[config.mk]
export PLATFORM = sky130hd
export DESIGN_NAME = branch_exec_queue
export DESIGN_NICKNAME = d
export VERILOG_FILES = /design/src/rtl/branch_exec_queue.sv
export SDC_FILE = /design/constraint.sdc
export NUM_CORES = 1
export LEC_CHECK = 0
export CORE_ASPECT_RATIO = 0.9
export CORE_MARGIN = 4
export CORE_UTILIZATION = 54
export DETAILED_ROUTE_END_ITERATION = 8
export MAX_ROUTING_LAYER = met4
export PLACE_DENSITY = 0.77
export REMOVE_ABC_BUFFERS = 1
export SLEW_MARGIN = 20
export SYNTH_ARGS = -nofsm -noshare
export SYNTH_HDL_FRONTEND = slang
export SYNTH_SLANG_ARGS = --single-unit
[constraint.sdc]
create_clock -name clk -period 6.2 [get_ports clk]
set_input_delay 0.62 -clock clk [delete_from_list [all_inputs] [get_ports clk]]
set_output_delay 0.62 -clock clk [all_outputs]
set_load 0.02 [all_outputs]
[src/rtl/branch_exec_queue.sv]
// branch_exec_queue: FIFO of issued branch/jump ops resolved from the head into a registered valid/ready result.
// Define BRANCH_STATS_EN to add saturating handshake/mispredict counters.
module branch_exec_queue #(
  parameter int XLEN      = 32,
  parameter int OP_WIDTH  = 6,
  parameter int DEPTH     = 4,
  parameter int TAG_WIDTH = 4
) (
  input  logic                 clk,
  input  logic                 rst,
  input  logic                 flush,
  input  logic                 in_valid,
  output logic                 in_ready,
  input  logic [OP_WIDTH-1:0]  in_op,
  input  logic [XLEN-1:0]      in_opA,
  input  logic [XLEN-1:0]      in_opB,
  input  logic [XLEN-1:0]      in_imm,
  input  logic [XLEN-1:0]      in_pc,
  input  logic [XLEN-1:0]      in_pred,
  input  logic [TAG_WIDTH-1:0] in_tag,
  output logic                 out_valid,
  input  logic                 out_ready,
  output logic [XLEN-1:0]      out_target,
  output logic                 out_taken,
  output logic                 out_mispredict,
  output logic [XLEN-1:0]      out_link,
`ifdef BRANCH_STATS_EN
  output logic [TAG_WIDTH-1:0] out_tag,
  output logic [31:0]          stat_resolved,
  output logic [31:0]          stat_mispred
`else
  output logic [TAG_WIDTH-1:0] out_tag
`endif
);
  localparam int AW = $clog2(DEPTH);
  localparam logic [OP_WIDTH-1:0] OP_BEQ  = OP_WIDTH'(0);
  localparam logic [OP_WIDTH-1:0] OP_BNE  = OP_WIDTH'(1);
  localparam logic [OP_WIDTH-1:0] OP_BLT  = OP_WIDTH'(4);
  localparam logic [OP_WIDTH-1:0] OP_BGE  = OP_WIDTH'(5);
  localparam logic [OP_WIDTH-1:0] OP_BLTU = OP_WIDTH'(6);
  localparam logic [OP_WIDTH-1:0] OP_BGEU = OP_WIDTH'(7);
  localparam logic [OP_WIDTH-1:0] OP_JAL  = OP_WIDTH'(8);
  localparam logic [OP_WIDTH-1:0] OP_JALR = OP_WIDTH'(9);

  typedef struct packed {
    logic [OP_WIDTH-1:0]  op;
    logic [XLEN-1:0]      a;
    logic [XLEN-1:0]      b;
    logic [XLEN-1:0]      imm;
    logic [XLEN-1:0]      pc;
    logic [XLEN-1:0]      pred;
    logic [TAG_WIDTH-1:0] tag;
  } entry_t;

  typedef struct packed {
    logic                 valid;
    logic [XLEN-1:0]      target;
    logic                 taken;
    logic                 mis;
    logic [XLEN-1:0]      link;
    logic [TAG_WIDTH-1:0] tag;
  } out_t;

  entry_t          mem_q [DEPTH];
  entry_t          mem_d [DEPTH];
  logic [AW-1:0]   wptr_q, wptr_d, rptr_q, rptr_d;
  logic [AW:0]     cnt_q, cnt_d;
  out_t            out_q, out_d;
  entry_t          head;
  logic            push, pop, eq, lt, ltu, taken, is_jal, is_jalr;
  logic [XLEN-1:0] target, link;

  always_comb begin
    head    = mem_q[rptr_q];
    eq      = head.a == head.b;
    lt      = $signed(head.a) < $signed(head.b);
    ltu     = head.a < head.b;
    is_jal  = head.op == OP_JAL;
    is_jalr = head.op == OP_JALR;
    taken   = (head.op == OP_BEQ)  ? eq  :
              (head.op == OP_BNE)  ? ~eq :
              (head.op == OP_BLT)  ? lt  :
              (head.op == OP_BGE)  ? ~lt :
              (head.op == OP_BLTU) ? ltu :
              (head.op == OP_BGEU) ? ~ltu :
              (is_jal | is_jalr);
    target  = is_jalr ? ((head.a + head.imm) & ~XLEN'(1)) :
              taken   ? head.pc + head.imm : head.pc + XLEN'(4);
    link    = (is_jal | is_jalr) ? head.pc + XLEN'(4) : '0;
  end

  // A full queue refuses input even when the head leaves this cycle.
  assign in_ready = cnt_q != (AW+1)'(DEPTH);
  assign push     = in_valid & in_ready;
  assign pop      = (cnt_q != '0) & (~out_q.valid | out_ready);

  always_comb begin
    mem_d  = mem_q;
    wptr_d = wptr_q;
    rptr_d = rptr_q;
    cnt_d  = cnt_q;
    out_d  = out_q;
    if (flush) begin
      wptr_d = '0;
      rptr_d = '0;
      cnt_d  = '0;
      out_d  = '0;
    end else begin
      if (push) begin
        mem_d[wptr_q] = '{in_op, in_opA, in_opB, in_imm, in_pc, in_pred, in_tag};
        wptr_d        = wptr_q + AW'(1);
      end
      if (pop) begin
        rptr_d = rptr_q + AW'(1);
        out_d  = '{1'b1, target, taken, target != head.pred, link, head.tag};
      end else if (out_ready) begin
        out_d.valid = 1'b0;
      end
      cnt_d = cnt_q + (AW+1)'(push) - (AW+1)'(pop);
    end
  end

  always_ff @(posedge clk or negedge rst) begin
    if (!rst) begin
      mem_q  <= '{default: '0};
      wptr_q <= '0;
      rptr_q <= '0;
      cnt_q  <= '0;
      out_q  <= '0;
    end else begin
      mem_q  <= mem_d;
      wptr_q <= wptr_d;
      rptr_q <= rptr_d;
      cnt_q  <= cnt_d;
      out_q  <= out_d;
    end
  end

  assign out_valid      = out_q.valid;
  assign out_target     = out_q.target;
  assign out_taken      = out_q.taken;
  assign out_mispredict = out_q.mis;
  assign out_link       = out_q.link;
  assign out_tag        = out_q.tag;

`ifdef BRANCH_STATS_EN
  logic        hs;
  logic [31:0] res_q, res_d, mis_q, mis_d;

  // Counters survive flush; only reset clears them.
  always_comb begin
    hs    = out_q.valid & out_ready;
    res_d = (hs & ~&res_q) ? res_q + 32'd1 : res_q;
    mis_d = (hs & out_q.mis & ~&mis_q) ? mis_q + 32'd1 : mis_q;
  end

  always_ff @(posedge clk or negedge rst) begin
    if (!rst) begin
      res_q <= '0;
      mis_q <= '0;
    end else begin
      res_q <= res_d;
      mis_q <= mis_d;
    end
  end

  assign stat_resolved = res_q;
  assign stat_mispred  = mis_q;
`endif
endmodule
# Yosys cells after proc, flatten, opt, wreduce, memory -nomap -nowiden
# Index checks and enable logic that the tools add are counted.
dict set report totals {
  elab_cells 101
  output_inout_bits 72
  reg_bits 758
}
dict set report classes {
  eq_ne 10
  n_lt_le_gt_ge 5
  reduce_logical 7
  n_bitwise 11
  muxes 24
  addsub 7
}
# op count
set ops {}
lappend ops {{bitwise mux 680 bit} 1}
lappend ops {{2-to-1 mux 170 bit} 3}
lappend ops {{binary-select mux 170 bit (select 2 bit)} 1}
lappend ops {{demux 170 bit (select 2 bit)} 1}
lappend ops {{2-to-1 mux 32 bit} 3}
lappend ops {{2-to-1 mux 71 bit} 1}
lappend ops {{2-to-1 mux 70 bit} 1}
lappend ops {{adder 32 bit} 2}
lappend ops {{less-than comparator 32 bit} 2}
lappend ops {{adder 32 x 3 -> 32 bit, second input constant} 1}
lappend ops {{== test 32 bit} 1}
lappend ops {{!= test 32 bit} 1}
lappend ops {{== test 6 x 3 -> 1 bit, second input constant} 4}
lappend ops {{== test 6 x 4 -> 1 bit, second input constant} 2}
lappend ops {{2-to-1 mux 1 bit} 8}
lappend ops {{2-to-1 mux 2 bit} 4}
lappend ops {{== test 6 x 1 -> 1 bit, second input constant} 1}
lappend ops {{greater-or-equal comparator 3 bit, second input constant} 2}
lappend ops {{logical NOT 6 bit} 1}
lappend ops {{NOT 2 -> 3 bit} 2}
lappend ops {{nonzero test 3 bit} 2}
lappend ops {{NOT 1 bit} 5}
lappend ops {{adder 2 x 1 -> 2 bit, second input constant} 2}
lappend ops {{nonzero test 2 bit} 2}
lappend ops {{9 further kinds} 11}

# Depth between registers and ports, before layout
# Gate-level depths: netlist (run 1).
dict set report depth {
  ltp_word 17
  ltp_mapped 29
  ltp_nobuf 17
}

# Worst setup path after synthesis (run 1)
# OpenSTA, ideal clock, no wires.
dict set report synth_timing {
  kind {flip-flop to flip-flop}
  start {register rptr_q[1]}
  end {register out_q (netlist bit out_mispredict)}
  arrival_time_ns 6.598
  required_ns 6.065
  setup_ns 0.135
  setup_slack_ns -0.533
  path_stages_with_launch 29
  synth_period_minus_slack_ns 6.733
  path_cell_list {dfrtp_1 -> buf_2 -> buf_2 -> buf_6 -> buf_6 -> buf_2 -> buf_2 -> buf_2 -> buf_1 -> clkbuf_1 -> clkbuf_1 -> clkbuf_1 -> mux4_2 -> ha_1 -> a21oi_1 -> o21ai_0 -> a221oi_1 -> o21ai_0 -> or3_1 -> nand3_1 -> a22oi_1 -> a21oi_1 -> buf_1 -> o31ai_1 -> a2111o_1 -> nor4_1 -> nand4_1 -> nor4_1 -> nor3_1}
}
dict set report synth_between {
  elab_chain_len 17
  word_cells_on_any_way 33
}
# item line_no
set synth_rtl {}
lappend synth_rtl {{from (decl)} 66} ;# logic [AW-1:0] wptr_q, wptr_d, rptr_q, rptr_d;
lappend synth_rtl {{from (signal assigned)} 133} ;# rptr_q <= rptr_d;
lappend synth_rtl {{NOT 2 -> 3 bit (implied by the code) (*)} 74} ;# head = mem_q[rptr_q];
lappend synth_rtl {{binary-select mux 170 bit (select 2 bit) (*)} 74}
lappend synth_rtl {{2-to-1 mux 170 bit (implied by the code) (*) (2 in series)} 74}
lappend synth_rtl {{less-than comparator 32 bit, or another cell as far along} 77} ;# ltu = head.a < head.b;
lappend synth_rtl {{NOT 1 bit or OR 1 bit (tied branches)} {85, 86}}
lappend synth_rtl {{2-to-1 mux 1 bit} 85} ;# (head.op == OP_BGEU) ? ~ltu :
lappend synth_rtl {{2-to-1 mux 1 bit} 84} ;# (head.op == OP_BLTU) ? ltu :
lappend synth_rtl {{2-to-1 mux 1 bit} 83} ;# (head.op == OP_BGE) ? ~lt :
lappend synth_rtl {{2-to-1 mux 1 bit} 82} ;# (head.op == OP_BLT) ? lt :
lappend synth_rtl {{2-to-1 mux 1 bit} 81} ;# (head.op == OP_BNE) ? ~eq :
lappend synth_rtl {{2-to-1 mux 1 bit} 80} ;# taken = (head.op == OP_BEQ) ? eq :
lappend synth_rtl {{2-to-1 mux 32 bit} 88} ;# taken ? head.pc + head.imm : head.pc + XLEN'(4);
lappend synth_rtl {{2-to-1 mux 32 bit} 87} ;# target = is_jalr ? ((head.a + head.imm) & ~XLEN'(1)) :
lappend synth_rtl {{!= test 32 bit (*)} 115} ;# out_d = '{1'b1, target, taken, target != head.pred, link, head.tag};
lappend synth_rtl {{2-to-1 mux 70 bit (*)} 113} ;# if (pop) begin
lappend synth_rtl {{2-to-1 mux 71 bit (*)} 103} ;# if (flush) begin
lappend synth_rtl {{to (signal assigned)} 135} ;# out_q <= out_d;
lappend synth_rtl {{to (decl)} 68} ;# out_t out_q, out_d;
# Every way passes the cells marked *; elsewhere a longest branch is shown, timed or not. The select of a mux whose other input is x is not followed.
# A chain may end at the register's enable or synchronous reset.

# Final worst setup path (run 1)
# Same ends and word-level chain as after synthesis.

==> results of run 1 <==
## state kept, by name, indices dropped and copies added, names as in the netlist
register / count
cnt_q: 3
mem_q: 680
out_link: 32
out_mispredict: 1
out_tag: 4
out_taken: 1
out_target: 32
out_valid: 1
rptr_q: 2
wptr_q: 2
## through the flow
| step | worst slack (ns) | TNS (ns) |
|---|---|---|
| floorplan | -6.70 | -244.06 |
| global placement | 0.395 | 0 |
| detailed placement | 0.424 | 0 |
| CTS | 0.393 | 0 |
| global route | 0.0978 | 0 |
| finish | 0.321 | 0 |
## worst max path at each step
stage / to / slack, ns / cells after the start / startpoint
floorplan: out_mispredict$_DFFE_PN0P_ / -6.70 / 13 / rptr_q[0]$_DFFE_PN0P_
global placement: out_mispredict$_DFFE_PN0P_ / 0.39 / 19 / rptr_q[1]$_DFFE_PN0P_
detailed placement: out_mispredict$_DFFE_PN0P_ / 0.42 / 19 / rptr_q[1]$_DFFE_PN0P_
CTS: out_mispredict$_DFFE_PN0P_ / 0.39 / 19 / rptr_q[1]$_DFFE_PN0P_
global route: out_mispredict$_DFFE_PN0P_ / 0.1 / 19 / rptr_q[1]$_DFFE_PN0P_
finish: out_mispredict$_DFFE_PN0P_ / 0.32 / 19 / rptr_q[1]$_DFFE_PN0P_
## layout make-up
| type | count | area [um2] |
|---|---|---|
| diodes | 3 | 7.51 |
| clock buffers | 125 | 2480 |
| clock inverters | 17 | 168 |
| fillers | 5109 | 25300 |
| inverters | 66 | 248 |
| multi-input cells | 1902 | 18600 |
| flip-flops and latches | 758 | 19000 |
| well taps | 940 | 1180 |
| repair buffers | 326 | 3290 |
## per-layer routing
layer / up-vias / part of all wire / routed length [um]
met2: 749 / 0.50 / 53300
met5: - / 0 / 0
met1: 13500 / 0.43 / 46000
met3: 160 / 0.052 / 5580
met4: 0 / 0.022 / 2340
li1: 11200 / - / -
## what timing repair did
| action | CTS | global route |
|---|---|---|
| gates resized for setup | 0 | 2 |
| setup buffers | 0 | 0 |
| endpoints found under the setup margin | 0 | 1 |
## critical path: stages, from the launching register on
cell and delay [ns]:
dfrtp_4 0.61, buf_12 0.25, buf_12 0.23, mux4_2 0.35
ha_1 0.32, a21oi_1 0.14, o21ai_0 0.22, a221oi_1 0.32
o21ai_0 0.34, a221oi_1 0.40, nand3_1 0.16, a22o_1 0.37
o21ai_2 0.26, buf_12 0.21, mux2i_1 0.33, a2bb2o_1 0.35
nor4_1 0.25, nand4_1 0.15, nor4_1 0.32, nor3_1 0.07
## synth_stat cells (all sizes together), types with 7 or more instances
cell,count,area [um2]
o21bai,8,60.1
mux2,685,7710
nand3,39,195
buf,60,297
nor4,14,87.6
dfrtp,758,19000
a31oi,14,87.6
and3,14,87.6
clkbuf,96,360
a22o,9,78.8
a211oi,29,223
nand2b,10,62.6
o211ai,23,173
xor2,45,402
and2,12,75.1
mux2i,17,170
o221ai,7,61.3
nand4,21,131
or3,8,50.1
o21ai,90,458
nor2,117,439
nand2,150,563
xnor2,62,543
nor3,31,155
inv,65,244
a21o,21,158
ha,100,1250
a21oi,91,459
a311oi,7,61.3
nor2b,14,87.6
mux4,168,3780
## kinds of logic after synthesis
group | Yosys count | synth area share
multiplexers | 870 | 0.304
flip-flops | 758 | 0.494
adder cells (fa/ha/maj) | 103 | 0.0342
XOR/XNOR | 107 | 0.0246
buffers and inverters | 222 | 0.0236
AND/OR/NAND/NOR | 453 | 0.0551
AO/OA/AOI/OAI | 369 | 0.0640
==> flow_summary_export.csv, run 1 <==
group,metric,value,unit
cells_and_area,fin_nets,3412,
sta,worstMarginPinSlew,1.07,ns
synth,async_flop_share,1.00,
placement,port_buffers,246,
grt,track_usage,0.294,
drt,vias,25700,
floorplan,rows,92,
worst_setup_path,reg2reg_depth,19,
synth,synth_cells,2882,
worst_setup_path,reg2reg_to,"out_mispredict$_DFFE_PN0P_",
synth,ys_types,78,
sta,hold_violations,0,
drt,viasPerCell,6.20,
drt,drc_errors,0,
grt,top_usage_layer,"met2",
worst_setup_path,r2r_slack,0.32,ns
grt,grt_pass1_wl,165,mm
clocking,cts_buffer_depth,3,
worst_setup_path,rr_startpoint,"rptr_q[1]$_DFFE_PN0P_",
clocking,htree_levels,3,
sta,rsz0062_at_grt,"false",
grt,met1_usage,0.404,
grt,grt_max_degree,199,
sta,whs,0.0166,ns
synth,ys.flop_type,"dfrtp_1",
floorplan,start_util,0.546,
placement,dp.cells,3990,
worst_setup_path,critPathMaxFanout,27,
flow_run,maxCapViolations,0,
floorplan,io_pins,247,
synth,synth_edf_count,0,
sta,skew,0.0187,ns
drt,drtAntennaViolNets,0,
cells_and_area,final_core_util,0.639,
worst_hold_path,hp-class,"input pin to asynchronous set/reset pin",
drt,wl_per_cell,25.9,um
clocking,cts_hold_buffers,0,
sta,fin_crit_sh,0.948,
cells_and_area,final_cells,4137,
cells_and_area,final_common_cell,"dfrtp_1",
synth,synth_area,38400,um2
clocking,clock_sinks,758,
grt,grtUsageMet3,0.0353,
cells_and_area,final_cell_mix,"dfrtp_1, mux2_2, clkdlybuf4s50_1",
drt,wl,107,mm
synth,synth.ff_latch_count,758,
sta,maxSlewViolCount,0,
sta,finalSetupViolCount,0,
grt,grt_pass1_vias,27100,
drt,drt_iter0_drc,1912,
worst_setup_path,startpoint_type,"register",
run_status,status,"complete, no violations",
synth,yosysSeqAreaShare,0.494,
placement,place_congestion,0.985,
clocking,root_buffer,"clkbuf_16",
cells_and_area,finalInstanceArea,44900,um2
synth,yosysWarnings,0,
grt,grtUsageMet2,0.478,
drt,drtPass1Iterations,5,
sta,slew_headroom,0.289,
clocking,clk_pin_slew,0.06,ns
floorplan,die_area,75400,um2
floorplan,core,70200,um2
clocking,worstSkewPairLatency,0.62,ns
grt,antenna_found_initial,4,
sta,period_minus_slack,5.88,ns
placement,hpwl,76.1,mm
cells_and_area,synthToLayoutAreaGrowth,17.0,%
clocking,cts_tree,"built",
floorplan,die_w,289,um
worst_setup_path,crit_arrival,6.34,ns
worst_setup_path,worst_setup_path_end_kind,"register",
grt,grt_overflow,0,
sta,fmax,0.170,GHz
synth,syn_area_per_cell,13.3,um2
worst_setup_path,required,6.66,ns
placement,dpl_cell_area,42200,um2
worst_setup_path,crit_type,"register to register",
clocking,cts_buffers,80,
floorplan,chipHeight,261,um
cells_and_area,final_layout_size_suffix_gt1_frac,0.340,
Power of run 1 is not shown: default switching activity piles up to over one toggle a cycle in this logic, so the estimate is an artifact.
==> run 2: changes to the inputs <==
--- a/config.mk
+++ b/config.mk
@@ -5,12 +5,11 @@
 export SDC_FILE = /design/constraint.sdc
 export NUM_CORES = 1
 export LEC_CHECK = 0
-export CORE_ASPECT_RATIO = 0.9
 export CORE_MARGIN = 4
-export CORE_UTILIZATION = 54
+export CORE_UTILIZATION = 65
 export DETAILED_ROUTE_END_ITERATION = 8
 export MAX_ROUTING_LAYER = met4
-export PLACE_DENSITY = 0.77
+export PLACE_DENSITY = 0.86
 export REMOVE_ABC_BUFFERS = 1
 export SLEW_MARGIN = 20
 export SYNTH_ARGS = -nofsm -noshare
==> constraint.sdc (replaced) <==
create_clock -name clk -period 7.1 [get_ports clk]
set_input_delay 0.71 -clock clk [delete_from_list [all_inputs] [get_ports clk]]
set_output_delay 0.71 -clock clk [all_outputs]
set_load 0.02 [all_outputs]
==> flow_summary_export.csv, run 2 (synthesis results as in run 1) <==
group,metric,value,unit
run_status,status,"complete, no violations",
drt,wl_per_cell,27.6,um
sta,slew_headroom,0.168,
clocking,cts_buffer_depth,3,
grt,grt_overflow,0,
grt,grt_pass1_wl,168,mm
cells_and_area,final_layout_size_suffix_gt1_frac,0.332,
drt,wl,108,mm
drt,drtAntennaViolNets,0,
floorplan,start_util,0.661,
sta,finalSetupViolCount,0,
placement,port_buffers,246,
flow_run,maxCapViolations,0,
placement,dp.cells,3786,
grt,grt_max_degree,194,
floorplan,io_pins,247,
cells_and_area,fillers,3373,
cells_and_area,final_cells,3925,
clocking,cts_buffers,77,
clocking,root_buffer,"clkbuf_16",
drt,drt_iter0_drc,2221,
cells_and_area,seqCellArea,19000,um2
clocking,clock_sinks,758,
floorplan,rows,88,
cells_and_area,final_core_util,0.763,
worst_setup_path,r2r_slack,0.40,ns
placement,place_congestion,0.999,
worst_setup_path,crit_arrival,7.17,ns
clocking,htree_levels,3,
cells_and_area,final_cell_mix,"dfrtp_1, mux2_2, clkdlybuf4s50_1",
floorplan,chipHeight,251,um
worst_setup_path,critPathMaxFanout,54,
sta,rsz0062_at_grt,"false",
sta,period_minus_slack,6.70,ns
drt,drc_errors,0,
worst_setup_path,reg2reg_depth,19,
placement,hpwl,75.8,mm
sta,fmax,0.149,GHz
floorplan,core,58000,um2
cells_and_area,regMostFlops,"mem_q",
cells_and_area,synthToLayoutAreaGrowth,15.3,%
sta,worstMarginPinSlew,1.24,ns
drt,vias,25900,
worst_setup_path,required,7.57,ns
worst_setup_path,reg2reg_to,"out_mispredict$_DFFE_PN0P_",
cells_and_area,multi_input_area,18600,um2
clocking,postCtsSetupBuffers,0,
clocking,clk_pin_slew,0.06,ns
sta,maxSlewViolCount,0,
worst_setup_path,worst_setup_path_end_kind,"register",
grt,antenna_found_initial,0,
cells_and_area,final_common_cell,"dfrtp_1",
sta,tns,0,ns
clocking,cts_resized,0,
clocking,worstSkewPairLatency,0.63,ns
grt,grt_pass1_vias,27900,
worst_hold_path,hp-class,"input pin to asynchronous set/reset pin",
floorplan,die_w,251,um
grt,track_usage,0.357,
clocking,cts_hold_buffers,0,
sta,hold_violations,0,
floorplan,die_area,63000,um2
sta,fin_crit_sh,0.943,
drt,drtPass1Iterations,5,
worst_setup_path,rr_startpoint,"rptr_q[1]$_DFFE_PN0P_",
drt,viasPerCell,6.60,
cells_and_area,fin_nets,3379,
worst_setup_path,crit_type,"register to register",
cells_and_area,largest_reg_flops,680,
worst_setup_path,startpoint_type,"register",
worst_setup_path,critPathLaunch,"rptr_q[1]$_DFFE_PN0P_",
sta,skew,0.0157,ns
clocking,cts_tree,"built",
run 2: per-stage QoR:
step / setup WS, ns / instance area (um2) / hold slack [ns]
global route: 0.202 / 44200 / 0.175
finish: 0.404 / 44200 / 0.139
floorplan: -5.80 / 37700 / 0.414
detailed placement: 0.643 / 41700 / 0.481
CTS: 0.607 / 44200 / 0.144
global placement: 0.566 / 41700 / 0.470
run 2: worst max path at each step:
stage	endpoint	cells past startpoint
floorplan	out_mispredict$_DFFE_PN0P_	13
global placement	out_mispredict$_DFFE_PN0P_	18
detailed placement	out_mispredict$_DFFE_PN0P_	17
CTS	out_mispredict$_DFFE_PN0P_	17
global route	out_mispredict$_DFFE_PN0P_	18
finish	out_mispredict$_DFFE_PN0P_	19
run 2: worst max-delay path, stage by stage, from the launching register on:
cell      delay (ns)
dfrtp_4         0.83
buf_12          0.42
mux4_2          0.27
inv_1           0.04
ha_1            0.48
nand4_1         0.32
nor4_1          0.42
buf_4           0.21
o31a_1          0.31
or3_1           0.16
nand3_1         0.09
a22o_1          0.35
buf_4           0.21
nor2_1          0.56
o21ai_0         0.26
a2111o_1        0.40
nor4_1          0.52
nand4_1         0.18
nor4_1          0.34
nor3_1          0.09
run 2: cell type report:
type / instances / area share
diodes: 1 / 0.0000566
clock buffers: 114 / 0.0503
clock inverters: 23 / 0.00648
inverters: 66 / 0.00560
multi-input cells: 1902 / 0.419
flip-flops and latches: 758 / 0.429
well taps: 765 / 0.0216
repair buffers: 296 / 0.0677
run 2: per-layer routing:
metal | routed length (um) | track usage
met1 | 44000 | 0.472
met2 | 54400 | 0.585
met3 | 6240 | 0.0468
met4 | 3770 | 0.115
met5 | 0 | -
Power of run 2 is left out for the same reason.
==> run 3: changes to the inputs <==
--- a/config.mk
+++ b/config.mk
@@ -11,7 +11,6 @@
 export MAX_ROUTING_LAYER = met4
 export PLACE_DENSITY = 0.86
 export REMOVE_ABC_BUFFERS = 1
-export SLEW_MARGIN = 20
 export SYNTH_ARGS = -nofsm -noshare
 export SYNTH_HDL_FRONTEND = slang
 export SYNTH_SLANG_ARGS = --single-unit
==> constraint.sdc (replaced) <==
create_clock -name clk -period 8.3 [get_ports clk]
set_input_delay 0.83 -clock clk [delete_from_list [all_inputs] [get_ports clk]]
set_output_delay 0.83 -clock clk [all_outputs]
set_load 0.02 [all_outputs]
==> flow_summary_export.csv, run 3 (synthesis results as in run 1) <==
group,metric,value,unit
placement,port_buffers,246,
clocking,cts_buffer_depth,3,
cells_and_area,multi_input_area,18500,um2
drt,viasPerCell,6.62,
grt,track_usage,0.356,
worst_setup_path,path_cells,"buf_12 -> mux4_2 -> inv_1 -> ha_1 -> nand4_1 -> nor4_1 -> o31a_1 -> or3_1 -> nand3_1 -> a22oi_1 -> a21oi_2 -> buf_4 -> mux2i_1 -> o32ai_1 -> nor4_1 -> nand4_1 -> nor4_1 -> nor3_1",
drt,wl,108,mm
grt,antenna_found_initial,2,
floorplan,die_w,251,um
worst_setup_path,crit_type,"register to register",
cells_and_area,final_common_cell,"dfrtp_1",
drt,vias,25900,
worst_setup_path,required,8.77,ns
worst_setup_path,reg2reg_depth,18,
worst_setup_path,reg2reg_to,"out_mispredict$_DFFE_PN0P_",
worst_hold_path,hp-class,"input pin to asynchronous set/reset pin",
placement,hpwl,75.6,mm
cells_and_area,final_core_util,0.760,
clocking,root_buffer,"clkbuf_16",
clocking,cts_resized,0,
sta,fin_crit_sh,0.885,
worst_setup_path,cpPeakStageDelay,1.07,ns
grt,grt_pass1_vias,27700,
cells_and_area,largest_reg_flops,680,
grt,top_usage_layer,"met2",
clocking,postCtsSetupBuffers,0,
cells_and_area,finalInstanceArea,44100,um2
worst_setup_path,startpoint_type,"register",
placement,place_congestion,0.995,
worst_setup_path,critPathMaxFanout,36,
floorplan,start_util,0.661,
clocking,cts_buffers,77,
cells_and_area,final_layout_size_suffix_gt1_frac,0.329,
cells_and_area,regMostFlops,"mem_q",
grt,grtUsageMet3,0.0463,
worst_setup_path,rr_startpoint,"rptr_q[0]$_DFFE_PN0P_",
worst_setup_path,cpMostUsedCell,"nor4_1",
sta,maxSlewViolCount,0,
flow_run,maxCapViolations,0,
grt,grt_pass1_wl,168,mm
drt,drc_errors,0,
grt,grtUsageMet2,0.576,
grt,grt_max_degree,185,
sta,finalSetupViolCount,0,
worst_setup_path,cp-endpoint,"out_mispredict$_DFFE_PN0P_",
clocking,htree_levels,3,
floorplan,rows,88,
worst_setup_path,crit_arrival,7.81,ns
sta,rsz0062_at_grt,"false",
clocking,clk_pin_slew,0.06,ns
drt,drtAntennaViolNets,0,
run_status,status,"complete, no violations",
cells_and_area,seqCellArea,19000,um2
floorplan,die_area,63000,um2
sta,hold_violations,0,
clocking,worstSkewPairLatency,0.63,ns
grt,met1_usage,0.475,
worst_setup_path,worst_setup_path_end_kind,"register",
placement,dpl_cell_area,41500,um2
sta,skew,0.0213,ns
sta,slew_headroom,0.199,
drt,drt_iter0_drc,2089,
sta,worstMarginPinSlew,1.19,ns
worst_setup_path,r2r_slack,0.95,ns
worst_setup_path,critPathLaunch,"rptr_q[0]$_DFFE_PN0P_",
cells_and_area,fillers,3409,
floorplan,io_pins,247,
clocking,cts_hold_buffers,0,
clocking,clock_sinks,758,
floorplan,core,58000,um2
cells_and_area,final_cell_mix,"dfrtp_1, mux2_2, clkdlybuf4s50_1",
cells_and_area,fin_nets,3363,
cells_and_area,synthToLayoutAreaGrowth,14.9,%
drt,wl_per_cell,27.7,um
worst_setup_path,cp_slowest_cell,"nor4_1",
clocking,cts_tree,"built",
sta,period_minus_slack,7.35,ns
grt,grt_overflow,0,
drt,drtPass1Iterations,5,
sta,fmax,0.136,GHz
floorplan,chipHeight,251,um
==> run 3: cell count changes in the layout (fill, tap and decap cells not counted), moves of 3 or more <==
cell / before / now
buf_12: 11 / 8
buf_4: 38 / 26
clkbuf_8: 16 / 12
clkinv_2: 9 / 14
clkinvlp_4: 3 / 0
==> run 3: stage by stage <==
step | hold slack, ns | TNS, ns | worst slack (ns) | std cells
2_1_floorplan | 0.474 | -99.06 | -4.60 | 2726
3_3_place_gp | 0.474 | 0 | 1.47 | 3771
3_5_place_dp | 0.477 | 0 | 1.25 | 3771
4_1_cts | 0.313 | 0 | 1.16 | 3909
5_1_grt | 0.358 | 0 | 0.721 | 3911
6_report | 0.269 | 0 | 0.952 | 3911
==> run 3: area by class of cell <==
type                    instances  area share
diodes                          2    0.000114
clock buffers                 108      0.0491
clock inverters                30     0.00871
inverters                      66     0.00562
multi-input cells            1902       0.421
flip-flops and latches        758       0.430
well taps                     765      0.0217
repair buffers                280      0.0639
==> run 3: how the worst min path moves through the flow <==
stage / start / to / slack (ns)
6_report: rst / mem_q[300]$_DFFE_PN0P_ / 0.27
5_1_grt: rst / mem_q[300]$_DFFE_PN0P_ / 0.36
4_1_cts: rst / mem_q[300]$_DFFE_PN0P_ / 0.31
3_5_place_dp: out_link[31]$_DFFE_PN0P_ / out_link[31]$_DFFE_PN0P_ / 0.48
3_3_place_gp: out_link[22]$_DFFE_PN0P_ / out_link[22]$_DFFE_PN0P_ / 0.47
2_1_floorplan: mem_q[170]$_DFFE_PN0P_ / mem_q[170]$_DFFE_PN0P_ / 0.47
==> run 3: worst max-delay path, delay by kind of cell, from the launching register on <==
| family | cells | cell delay, ns |
|---|---|---|
| adders and majority gates | 1 | 0.37 |
| and+or+nand+nor | 8 | 2.71 |
| buffers and inverters | 3 | 0.67 |
| muxes | 2 | 0.77 |
| AOI/OAI and AO/OA | 4 | 1.68 |
| DFF | 1 | 0.92 |
==> run 3: per-layer routing <==
metal,share of wire,wire length [um]
met5,0,0
met4,0.038,4120
met3,0.057,6190
met2,0.50,53800
met1,0.41,44400
Power of run 3 is left out for the same reason.
